===== config.mk =====
export PLATFORM = sky130hd
export DESIGN_NAME = fire_poly_div
export DESIGN_NICKNAME = d
export VERILOG_FILES = /design/src/rtl/fire_pkg.sv /design/src/rtl/fire_lfsr_step.sv /design/src/rtl/fire_poly_div.sv
export SDC_FILE = /design/constraint.sdc
export NUM_CORES = 1
export LEC_CHECK = 0
export BUFFER_PORTS_ARGS = -buffer_cell sky130_fd_sc_hd__buf_2
export CAP_MARGIN = 0
export CORE_UTILIZATION = 55
export DETAILED_ROUTE_END_ITERATION = 10
export PLACE_DENSITY = 0.8
export SETUP_SLACK_MARGIN = 0.5
export SKIP_CTS_REPAIR_TIMING = 1
export SLEW_MARGIN = 20
export SYNTH_ARGS = -nofsm -noshare
export SYNTH_HDL_FRONTEND = slang
export SYNTH_HIERARCHICAL = 1
export SYNTH_SLANG_ARGS = --single-unit

===== constraint.sdc =====
create_clock -name clk -period 3.2 [get_ports clk]
set_input_delay 0.48 -clock clk [delete_from_list [all_inputs] [get_ports clk]]
set_output_delay 0.48 -clock clk [all_outputs]
set_load 0.005 [all_outputs]

===== src/rtl/fire_pkg.sv =====
// Shared types and constants for the Fire-code polynomial divider.
package fire_pkg;
  typedef enum logic {IDLE = 1'b0, RUN = 1'b1} state_t;

  localparam logic [8:0] FIRE_POLY_9 = 9'h011;  // x^9 + x^4 + 1, x^9 implicit

  localparam logic MODE_SYN = 1'b0;
  localparam logic MODE_ENC = 1'b1;
endpackage


===== src/rtl/fire_lfsr_step.sv =====
// One single-bit division step; syndrome feeds the bit into the register,
// encode feeds it into the feedback tap (premultiplies by x^R).
module fire_lfsr_step import fire_pkg::*; #(
  parameter int              R    = 9,
  parameter logic [R-1:0]    POLY = FIRE_POLY_9
) (
  input  logic         mode,
  input  logic         b,
  input  logic [R-1:0] w_in,
  output logic [R-1:0] w_out
);
  logic f;

  always_comb begin
    f     = 1'b0;
    w_out = '0;
    if (mode == MODE_ENC) begin
      f     = b ^ w_in[R-1];
      w_out = {w_in[R-2:0], 1'b0} ^ (f ? POLY : '0);
    end else begin
      w_out = {w_in[R-2:0], b} ^ (w_in[R-1] ? POLY : '0);
    end
  end
endmodule


===== src/rtl/fire_poly_div.sv =====
// Start/done polynomial divider: N-bit block, MSB first, S bits per clock,
// producing either d(x) mod g(x) or d(x)*x^R mod g(x).
module fire_poly_div import fire_pkg::*; #(
  parameter int           N    = 64,
  parameter int           R    = 9,
  parameter logic [R-1:0] POLY = FIRE_POLY_9,
  parameter int           S    = 1,
  parameter int           CW   = $clog2(N+1)
) (
  input  logic          clk,
  input  logic          rst,
  input  logic          clear,
  input  logic          start,
  input  logic          mode,
  input  logic [N-1:0]  data_in,
  output logic          ready,
  output logic          busy,
  output logic          done,
  output logic [R-1:0]  rem_out,
  output logic          rem_zero,
  output logic [CW-1:0] count
);
  if (S < 1 || S > N || (N % S) != 0) begin : g_bad_s
    $error("fire_poly_div: S must divide N and lie in 1..N");
  end

  state_t          state, state_nxt;
  logic [N-1:0]    sreg;
  logic [R-1:0]    w;
  logic            mode_q;
  logic            last;
  logic [S:0][R-1:0] wc;

  // S chained steps consume sreg[N-1] .. sreg[N-S] in that order
  assign wc[0] = w;
  for (genvar k = 0; k < S; k++) begin : g_step
    fire_lfsr_step #(.R(R), .POLY(POLY)) u_step (
      .mode  (mode_q),
      .b     (sreg[N-1-k]),
      .w_in  (wc[k]),
      .w_out (wc[k+1])
    );
  end

  assign last  = (count >= CW'(N - S));
  assign ready = (state == IDLE);
  assign busy  = (state == RUN);

  always_comb begin
    state_nxt = state;
    case (state)
      IDLE:    if (start && !clear) state_nxt = RUN;
      RUN:     if (clear || last)   state_nxt = IDLE;
      default: state_nxt = IDLE;
    endcase
  end

  always_ff @(posedge clk or posedge rst) begin
    if (rst) state <= IDLE;
    else     state <= state_nxt;
  end

  always_ff @(posedge clk or posedge rst) begin
    if (rst) begin
      sreg     <= '0;
      w        <= '0;
      mode_q   <= MODE_SYN;
      count    <= '0;
      rem_out  <= '0;
      rem_zero <= 1'b1;
      done     <= 1'b0;
    end else begin
      done <= 1'b0;
      if (state == IDLE) begin
        if (start && !clear) begin
          sreg   <= data_in;
          mode_q <= mode;
          w      <= '0;
          count  <= '0;
        end
      end else if (!clear) begin
        // a cleared job leaves count at its partial value and rem_out untouched
        w     <= wc[S];
        sreg  <= sreg << S;
        count <= last ? CW'(N) : count + CW'(S);
        if (last) begin
          rem_out  <= wc[S];
          rem_zero <= (wc[S] == '0);
          done     <= 1'b1;
        end
      end
    end
  end
endmodule

* Word level (Yosys, flattened, before mapping) *
Cells that the tools add are included.

storage, ports and cells
  register bits = 93
  input bits = 69
  logic and storage cells = 43

cells by class
  $add $sub $neg = 1
  $lt $le $gt $ge = 1
  equal/unequal tests = 1
  muxes and demuxes = 19
  bitwise operators = 5
  reductions and logical operators = 8

operators with widths
  operator                                             number
  2-to-1 mux 64 bit                                    3
  2-to-1 mux 9 bit                                     4
  2-to-1 mux 7 bit                                     4
  XOR 9 bit                                            2
  2-to-1 mux 5 bit                                     2
  logical NOT 9 bit                                    1
  adder 7 x 1 -> 7 bit, second input constant          1
  >= comparator 7 x 6 -> 1 bit, second input constant  1
  2-to-1 mux 1 bit                                     5
  AND reduction 2 bit                                  2
  AND reduction 3 bit                                  1
  inequality test 2 bit, second input constant         1
  NOT 1 bit                                            2
  one-hot mux 1 bit (2 select lines)                   1
  nonzero test 2 bit                                   1
  logical AND 1 bit                                    1
  logical NOT 1 bit                                    1
  logical OR 1 bit                                     1
  XOR 1 bit                                            1

* Logic depth before layout (Yosys ltp) *
Gate-level depths: netlist of the first run.

  depth in word-level cells = 6
  depth in mapped cells = 7
  depth with buffers taken out = 5

* Modules after synthesis *
Netlist of the first run, hierarchy kept.

modules (own cells, without submodules)
  module          times used  cells each  area each (um2)  sequential area each (um2)
  fire_poly_div   1           376         4185.3           2328.5
  fire_lfsr_step  1           11          82.6             0.0

* Worst setup path after synthesis of the first run *
Ideal clock, no wire load.

  path kind = flip-flop to flip-flop
  start point = register count[0]
  end point = register rem_out[3]
  setup time = 0.125 ns
  arrival = 1.495 ns
  path slack = 1.581 ns
  stages on the path, launching flop included = 6
  buffers on the path = 1
  clock period less this slack = 1.619 ns
  cell sequence = dfrtp_1 -> ha_1 -> a211oi_1 -> a211oi_2 -> buf_6 -> mux2_2

between the ends
  cells in the longest elaborated chain, start to end = 2

ends and longest elaborated chain
  element                        RTL line             source
  start, declared                fire_poly_div.sv:21  output logic [CW-1:0] count
  start signal, assigned         fire_poly_div.sv:85  count <= last ? CW'(N) : count + CW'(S);
  >= comparator 7 x 6 -> 1 bit   fire_poly_div.sv:45  assign last = (count >= CW'(N - S));
  AND reduction 3 bit (no line)  n/a
  end signal, assigned           fire_poly_div.sv:87  rem_out <= wc[S];
  end, declared                  fire_poly_div.sv:19  output logic [R-1:0] rem_out,

Every way passes these cells.
A chain may end at the register's enable or synchronous reset.

* Worst setup path after layout of the first run *
  start point = register state (netlist: busy)
  end point = register rem_out[8]

between the ends
  cells in the longest elaborated chain, start to end = 1

ends and longest elaborated chain
  element                        RTL line             source
  start, declared                fire_poly_div.sv:27  state_t state, state_nxt;
  start signal, assigned         fire_poly_div.sv:60  else state <= state_nxt;
  AND reduction 3 bit (no line)  n/a

Every way passes these cells.

==> results.tsv, run 1 <==
metric	value	unit
outcome	finished, final reports clean	
crit path max-delay cell type	dfrtp_4	
Ant. Diodes	0	
Max Transition Viols Final	0	
syn_area_per_cell	11.0	um2
RR Endpoint	rem_out[8]	
vias per inst	5.44	
Initial Util	57.9	%
Layout Cells excl Fill	563	
arrival time worst endpoint	2.42	ns
initial antenna violation count	1	
Mapped Cells	387	
Leak	2.42	nW
largest net degree at the start of global routing	84	
DR pass1 iterations	4	
Vias	3063	
commonest non-fill, non-tap cell in the layout	dfrtp_1	
Max Cap Viol	0	
Setup crit start kind	flop	
DRT Wirelength	8080	um
peak supply drop	0.284	mV
row count	31	
vias in the first global route	3052	
Worst R2R Setup Slack	1.02	ns
Layout Skew	0.00617	ns
placed cell count	547	
CP Max Fanout	32	
fin nets	529	
synthesis-to-layout area growth	16.4	%
critical path, cell by cell	nand2b_1 > a211oi_2 > mux2_2	
Placer Congestion	0.887	
top cells by area, synth	dfrtp_1, mux2i_1, o21ai_0, nand2_1, mux2_2	
post-synth top area share	53.9	%
endpoints failing hold	0	
post-synthesis net count	457	
first-pass GRT wire length	14000	um
Filler cells	579	
fmax	459	MHz
#FFs+latches synth	93	
DIE AREA	8120	um2
Tcrit/Tclk final	68.1	%
H-tree depth	3	
most frequent cells in the layout	dfrtp_1, buf_2, o21ai_0	
RSZ-0062 raised after global routing	false	
Tightest Hold Check Type	input port to asynchronous set/reset pin	
most area-hungry cell type in the Yosys netlist	dfrtp_1	
final worst path period need	2.18	ns
grt peak-use layer	met2	
WL per Instance	14.4	um
synth warn	6	
Initial DRC Count	112	
Reg area	2330	um2
die width	90.1	um
worst-margin pin slew	0.873	ns
total grt overflow	0	
number of I/O port buffers	88	
reg2reg start	busy	
met2 Use GR	34.8	%
antenna-violating nets left	0	
Detail Placement HPWL	5560	um
TritonCTS Sinks	93	
crit end category	flop	
Top Ports	89	
CTS Buf Count	9	
GR Util met1	28.3	%
WP data required	3.44	ns
layout cells sized above 1	27.4	%
core box area	7370	um2
Pwr Density	555	nW/um2
CTS root buf	clkbuf_8	
final setup fails	0	
Post-Syn Area	4270	um2
met3 Track Usage GR	4.40	%
Total GRT Usage	21.4	%
CTS tree	yes	
chip height	90.1	um
clk buf depth	2	
worst-skew pair later-pin latency	0.35	ns
multi-input logic area	1750	um2
sequential element share of the synthesized area	54.6	%
synth unique cells	37	
TNS Setup	0	ns
CP max stage delay	0.77	ns
Reg2Reg Depth	3	
CP Class	flop to flop	
DRC	0	
worst rel slew slack	41.7	%
Clk pin slew, worst setup/hold paths	0.09	ns
Yosys cell counts:
cell and instances:
a41o_1 1, xor2_1 2, dfstp_2 1, or3_1 1, buf_2 10, clkbuf_1 10, a31oi_1 4, nand2b_1 2
nor4_1 1, or2_2 1, buf_4 11, xnor2_1 1, ha_1 1, mux2_1 2, inv_1 4, a211oi_2 1
a211oi_1 1, mux2i_1 64, a22o_1 10, nand2_1 67, dfrtp_1 92, o21bai_2 1, nand4_4 1, nor2b_1 1
a32o_1 1, or4_1 1, nand3_1 4, buf_6 1, nor2_1 2, o21ai_0 68, and2_1 2, nand4bb_1 2
mux2_2 9, o211ai_1 3, a21oi_1 2, nor3b_2 1, o21ba_2 1
cell families (layout without fill, tap and decap cells):
logic type / after synthesis / after routing / synth area share (%)
muxes: 75 / 75 / 17.9
buffers and inverters: 36 / 113 / 4.60
and+or+nand+nor: 86 / 86 / 9.21
AOI/OAI and AO/OA: 93 / 93 / 12.8
DFF: 93 / 93 / 54.6
xor gates and xnor gates: 3 / 3 / 0.616
adders and majority gates: 1 / 1 / 0.293
how the worst max path moves through the flow:
stage | from | end | slack [ns] | cells past startpoint
floorplan | count[0] | rem_out[3] | 1.58 | 5
global placement | busy | rem_out[6] | 1.07 | 3
detailed placement | busy | rem_out[4] | 1.01 | 3
CTS | busy | rem_out[4] | 1.0 | 3
global route | busy | rem_out[0] | 0.88 | 3
finish | busy | rem_out[8] | 1.02 | 3
per-stage QoR:
stage	cell area, um2	total power [mW]	hold WS [ns]	utilization (%)	setup WS, ns
floorplan	4270	1.74	0.450	-	1.58
global placement	4730	1.84	0.461	64.2	1.07
detailed placement	4730	1.87	0.470	64.2	1.01
CTS	4970	2.78	0.314	67.4	0.999
global route	4970	2.90	0.361	67.4	0.879
finish	4970	2.75	0.282	67.4	1.02
worst max-delay path, delay by kind of cell, from the launching register on:
| kind | cells | cell delay, ns |
|---|---|---|
| flip-flops | 1 | 0.77 |
| AO/OA/AOI/OAI | 1 | 0.71 |
| AND/OR/NAND/NOR | 1 | 0.17 |
| multiplexers | 1 | 0.42 |
registers in the layout, summed over array words and instances, names as in the netlist:
register	cells
busy	1
rem_zero	1
count	7
mode_q	1
sreg	64
w	9
rem_out	9
done	1
final cells by class:
class                      count  share of cell area, %
sequential                    93                   47.0
multi-input combinational    258                   35.2
tap                           99                   2.49
timing repair buffer          93                   10.1
clock buffer                   9                   2.49
clock inverter                 7                   2.29
inverter                       4                  0.378
power breakdown:
| part | switching, mW | internal [mW] |
|---|---|---|
| clock network | 0.397 | 0.516 |
| logic | 0.200 | 0.186 |
| registers | 0.120 | 1.33 |
per-layer routing:
| layer | up-vias | wire length [um] |
|---|---|---|
| met2 | 79 | 3930 |
| met3 | 11 | 376 |
| li1 | 1498 | - |
| met4 | 2 | 94 |
| met5 | - | 16 |
| met1 | 1473 | 3660 |
Power figures use the tool's default switching activity.
==> run 2: changes to the inputs <==
--- a/config.mk
+++ b/config.mk
@@ -5,11 +5,12 @@
 export SDC_FILE = /design/constraint.sdc
 export NUM_CORES = 1
 export LEC_CHECK = 0
+export ABC_AREA = 1
 export BUFFER_PORTS_ARGS = -buffer_cell sky130_fd_sc_hd__buf_2
 export CAP_MARGIN = 0
-export CORE_UTILIZATION = 55
+export CORE_UTILIZATION = 50
 export DETAILED_ROUTE_END_ITERATION = 10
-export PLACE_DENSITY = 0.8
+export PLACE_DENSITY = 0.76
 export SETUP_SLACK_MARGIN = 0.5
 export SKIP_CTS_REPAIR_TIMING = 1
 export SLEW_MARGIN = 20
==> constraint.sdc (replaced) <==
create_clock -name clk -period 2 [get_ports clk]
set_input_delay 0.3 -clock clk [delete_from_list [all_inputs] [get_ports clk]]
set_output_delay 0.3 -clock clk [all_outputs]
set_load 0.005 [all_outputs]
==> results.tsv, run 2 <==
metric	value	unit
outcome	finished with violations	
violated checks	hold timing	
die width	96.2	um
RSZ-0062 raised after global routing	true	
initial antenna violation count	0	
most frequent cells in the layout	nand2_1, dfrtp_1, buf_2	
Layout Cells excl Fill	696	
final setup fails	0	
Layout Skew	0.00852	ns
CTS tree	yes	
layout cells sized above 1	29.3	%
synthesis-to-layout area growth	17.1	%
CP Max Fanout	10	
Max Transition Viols Final	0	
post-route setup slack	0.540	ns
core box area	8640	um2
Reg area	2330	um2
placed cell count	669	
commonest cells in the netlist	nand2_1, dfrtp_1, nor2_1, a31oi_1, a31oi_2	
Clk pin slew, worst setup/hold paths	0.09	ns
post-synthesis net count	573	
DR pass1 iterations	5	
clk buf depth	2	
Detail Placement HPWL	5950	um
CP Class	flop to primary output	
most common cell in the netlist	nand2_1	
fin nets	653	
final worst path period need	1.46	ns
Post-Syn Area	4440	um2
crit end category	primary output	
Max Cap Viol	0	
chip height	96.2	um
endpoints failing hold	13	
synth warn	6	
number of I/O port buffers	88	
Reg2Reg Depth	6	
post-place setup slack	0.430	ns
sequential element share of the synthesized area	52.5	%
Critical Path End	ready	
worst rel slew slack	61.4	%
final core utilization	60.2	%
post-synth top area share	51.9	%
largest net degree at the start of global routing	68	
reg2reg start	count[0]	
total grt overflow	0	
max reg flops	64	
fmax	685	MHz
largest register by flop count	sreg	
commonest non-fill, non-tap cell in the layout	nand2_1	
first-pass GRT wire length	14900	um
synth unique cells	23	
DRC	0	
Tightest Hold Check Type	input port to asynchronous set/reset pin	
Ant. Diodes	0	
CTS Buf Count	9	
top cells by area, synth	dfrtp_1, nand2_1, a31oi_2, nor2_1, a31oi_1	
multi-input logic area	1810	um2
Setup crit start kind	flop	
worst-skew pair later-pin latency	0.36	ns
Worst Setup SP	busy	
arrival time worst endpoint	1.16	ns
Vias	3574	
Initial Util	51.4	%
row count	34	
vias in the first global route	3270	
top flop regs	sreg: 64 flops, rem_out: 9 flops, w: 9 flops	
syn_area_per_cell	8.82	um2
Initial DRC Count	205	
Total GRT Usage	20.8	%
asr flop ratio synth	100	%
EDFF count, synth	0	
H-tree depth	3	
Leak	2.48	nW
#FFs+latches synth	93	
Top Ports	89	
Worst R2R Setup Slack	0.61	ns
Mapped Cells	503	
Filler cells	783	
CTS root buf	clkbuf_8	
DIE AREA	9260	um2
WL per Instance	12.9	um
Pwr Density	944	nW/um2
DRT Wirelength	8960	um
TNS Setup	0	ns
worst-margin pin slew	0.578	ns
TritonCTS Sinks	93	
antenna-violating nets left	0	
Placer Congestion	0.802	
peak supply drop	0.570	mV
vias per inst	5.14	
RR Endpoint	count[0]	
Tcrit/Tclk final	73.0	%
ys flop type	dfrtp_1	
Hold Slack	-0.00968	ns
WP data required	1.70	ns
most area-hungry cell type in the Yosys netlist	dfrtp_1	
==> run 2: cell count changes after synthesis, moves of 10 or more <==
cell     delta
nand2_1   +106
nor2_1     +70
mux2i_1    -64
o21ai_0    -56
a31oi_2    +30
a31oi_1    +29
nand3_1    +13
buf_2      +10
==> run 2: worst min-delay path by stage <==
| stage | end | slack, ns | cells past startpoint |
|---|---|---|---|
| 6_report | count[4] | -0.01 | 2 |
| 4_1_cts | rem_out[0] | 0.006 | 2 |
| 2_1_floorplan | mode_q | 0.42 | 2 |
| 3_5_place_dp | count[4] | 0.40 | 2 |
| 3_3_place_gp | count[4] | 0.40 | 2 |
| 5_1_grt | count[4] | 0.03 | 2 |
==> run 2: area by class of cell <==
cell class	instances	share of cell area [%]
Inverter	17	1.42
Tap cell	108	2.60
Sequential cell	93	44.9
Multi-Input combinational cell	354	34.9
Clock inverter	7	1.42
Clock buffer	9	2.38
Timing Repair Buffer	108	12.4
==> run 2: kinds of logic after synthesis <==
family                   after synthesis  synth area share, %
XOR/XNOR                               3                0.592
AND/OR/NAND/NOR                      266                 23.4
flip-flops                            93                 52.5
buffers and inverters                 56                 7.08
AO/OA/AOI/OAI                         84                 16.2
adder cells (fa/ha/maj)                1                0.282
==> run 2: per-stage QoR <==
stage	total power, mW	area (um2)
floorplan	3.34	4440
global placement	3.55	4890
detailed placement	3.61	4890
CTS	4.88	5090
global route	5.22	5190
finish	4.90	5190
==> run 2: power breakdown <==
part | leakage (nW) | internal, mW | switching [mW]
combinational | 1.29 | 0.497 | 0.642
sequential | 1.10 | 2.26 | 0.230
clock | 0.0879 | 0.580 | 0.696
==> run 2: metal layers <==
layer  GRT usage (%)  wire, um  part of all wire, %
met2            32.5      4310                   48
met5               0         0                    0
met4            7.46        56                 0.63
met3            3.71       387                  4.3
met1            28.9      4200                   47
==> run 2: critical path: stages, from the launching register on <==
cell	delay [ns]
dfrtp_4	0.54
inv_4	0.13
buf_2	0.13
==> run 3: changes to the inputs <==
--- a/config.mk
+++ b/config.mk
@@ -8,9 +8,9 @@
 export ABC_AREA = 1
 export BUFFER_PORTS_ARGS = -buffer_cell sky130_fd_sc_hd__buf_2
 export CAP_MARGIN = 0
-export CORE_UTILIZATION = 50
+export CORE_UTILIZATION = 55
 export DETAILED_ROUTE_END_ITERATION = 10
-export PLACE_DENSITY = 0.76
+export PLACE_DENSITY = 0.8
 export SETUP_SLACK_MARGIN = 0.5
 export SKIP_CTS_REPAIR_TIMING = 1
 export SLEW_MARGIN = 20
==> constraint.sdc (replaced) <==
create_clock -name clk -period 1.35 [get_ports clk]
set_input_delay 0.2025 -clock clk [delete_from_list [all_inputs] [get_ports clk]]
set_output_delay 0.2025 -clock clk [all_outputs]
set_load 0.005 [all_outputs]
==> results.tsv, run 3 (synthesis results as in run 2) <==
metric	value	unit
outcome	finished with violations	
violated checks	hold timing, setup timing	
Reg area	2330	um2
Placer Congestion	0.788	
Ant. Diodes	0	
power share of the sequential group	45.0	%
Max Cap Viol	0	
post-place setup slack	0.0380	ns
Placement Cell Area	5060	um2
final setup fails	21	
Setup crit start kind	flop	
Total GRT Usage	23.5	%
Initial Util	57.1	%
antenna-violating nets left	0	
CP Max Fanout	5	
Tightest Hold Check Type	input port to asynchronous set/reset pin	
worst-skew pair later-pin latency	0.37	ns
crit end category	flop	
TNS Setup	-0.679	ns
clk buf depth	2	
total grt overflow	0	
DRC	0	
largest net degree at the start of global routing	94	
Leak	2.89	nW
DIE AREA	8430	um2
synthesis-to-layout area growth	41.6	%
commonest non-fill, non-tap cell in the layout	nand2_1	
multi-input logic area	2180	um2
combinational power share	30.3	%
TritonCTS Sinks	93	
Max Transition Viols Final	0	
Layout Skew	0.0143	ns
WL per Instance	16.9	um
Clk pin slew, worst setup/hold paths	0.10	ns
Layout Cells excl Fill	730	
endpoints failing hold	46	
CTS root buf	clkbuf_8	
most frequent cells in the layout	nand2_1, dfrtp_1, buf_2	
vias in the first global route	3499	
worst rel slew slack	66.5	%
initial antenna violation count	0	
Tcrit/Tclk final	126	%
Clk pwr share	24.7	%
chip height	91.8	um
CTS Buf Count	9	
Sw Ratio	33.7	%
vias per inst	5.65	
fin nets	693	
post-route setup slack	-0.358	ns
Pwr Density	1360	nW/um2
Vias	4121	
die width	91.8	um
CTS tree	yes	
Detail Placement HPWL	6310	um
max reg flops	64	
top flop regs	sreg: 64 flops, rem_out: 9 flops, w: 9 flops	
number of I/O port buffers	88	
fmax	586	MHz
first-pass GRT wire length	15700	um
Top Ports	89	
Filler cells	458	
final worst path period need	1.71	ns
row count	32	
layout cells sized above 1	45.4	%
H-tree depth	3	
arrival time worst endpoint	2.03	ns
core box area	7770	um2
WP data required	1.67	ns
Initial DRC Count	285	
worst-margin pin slew	0.503	ns
DR pass1 iterations	4	
placed cell count	671	
RSZ-0062 raised after global routing	true	
largest register by flop count	sreg	
CP Class	flop to flop	
Psw	2.88	mW
Finished Cell Area	6290	um2
DRT Wirelength	12400	um
peak supply drop	0.711	mV
Hold Slack	-0.0487	ns
Internal Power	5.68	mW
[run 3: cell count changes in the layout (fill, tap and decap cells not counted), moves of 5 or more]
cell | previous run | this run
a31oi_1 | 33 | 27
nor2_2 | 1 | 34
nand2_1 | 171 | 165
clkbuf_16 | 0 | 9
buf_2 | 88 | 82
buf_12 | 4 | 12
nor2_4 | 0 | 21
buf_4 | 14 | 21
o21ai_0 | 12 | 2
nor2_1 | 71 | 17
o21ai_1 | 0 | 10
clkinvlp_4 | 6 | 1
buf_6 | 1 | 18
[run 3: per-layer routing]
| layer | global-route usage [%] | part of all wire (%) | vias up |
|---|---|---|---|
| li1 | - | - | 1885 |
| met1 | 30.1 | 41 | 2061 |
| met2 | 39.9 | 51 | 141 |
| met3 | 3.81 | 4.5 | 34 |
| met4 | 9.51 | 2.8 | 0 |
| met5 | 0 | 0 | - |
[run 3: final cells by class]
class                           instances  area share (%)
Timing Repair inverter                  1           0.139
Inverter                               17            1.67
Tap cell                              102            2.03
Multi-Input combinational cell        355            34.8
Clock buffer                            9            1.97
Clock inverter                          7            1.53
Sequential cell                        93            37.1
Timing Repair Buffer                  146            20.8
[run 3: power by group through the flow]
stage	Combinational (mW)	Sequential [mW]	Clock (mW)
2_1_floorplan	1.39	3.64	0
3_3_place_gp	1.71	3.69	0
6_report	2.59	3.85	2.11
5_1_grt	2.81	3.90	2.23
3_5_place_dp	1.78	3.73	0
4_1_cts	1.78	3.68	2.09
[run 3: worst paths after layout]
| path | from | endpoint | slack [ns] | depth (start not counted) |
|---|---|---|---|---|
| worst max register to register | w[8] | rem_zero | -0.36 | 9 |
| worst max-delay path | w[8] | rem_zero | -0.36 | 9 |
| worst min register to register | rem_out[8] | rem_out[8] | 0.47 | 2 |
| min in group clk | mode | mode_q | 0.06 | 3 |
| max in group asynchronous | rst | rem_zero | 0.98 | 3 |
| worst min-delay path | rst | count[5] | -0.05 | 3 |
[run 3: critical path, stage by stage, from the launching register on]
cell and delay, ns:
dfrtp_2 0.43, buf_4 0.12, nor2_1 0.05, o21bai_1 0.26
nand2_2 0.12, nor2_1 0.17, nand3_1 0.14, nor2_1 0.18
nand3_1 0.11, nand2_1 0.07
[run 3: metrics by stage]
| stage | hold WS (ns) | total power, mW | utilization (%) |
|---|---|---|---|
| CTS | -0.00307 | 7.55 | 68.0 |
| global placement | 0.386 | 5.40 | 65.2 |
| global route | 0.0145 | 8.94 | 80.9 |
| finish | -0.0487 | 8.56 | 80.9 |
| detailed placement | 0.389 | 5.51 | 65.2 |
| floorplan | 0.319 | 5.03 | - |
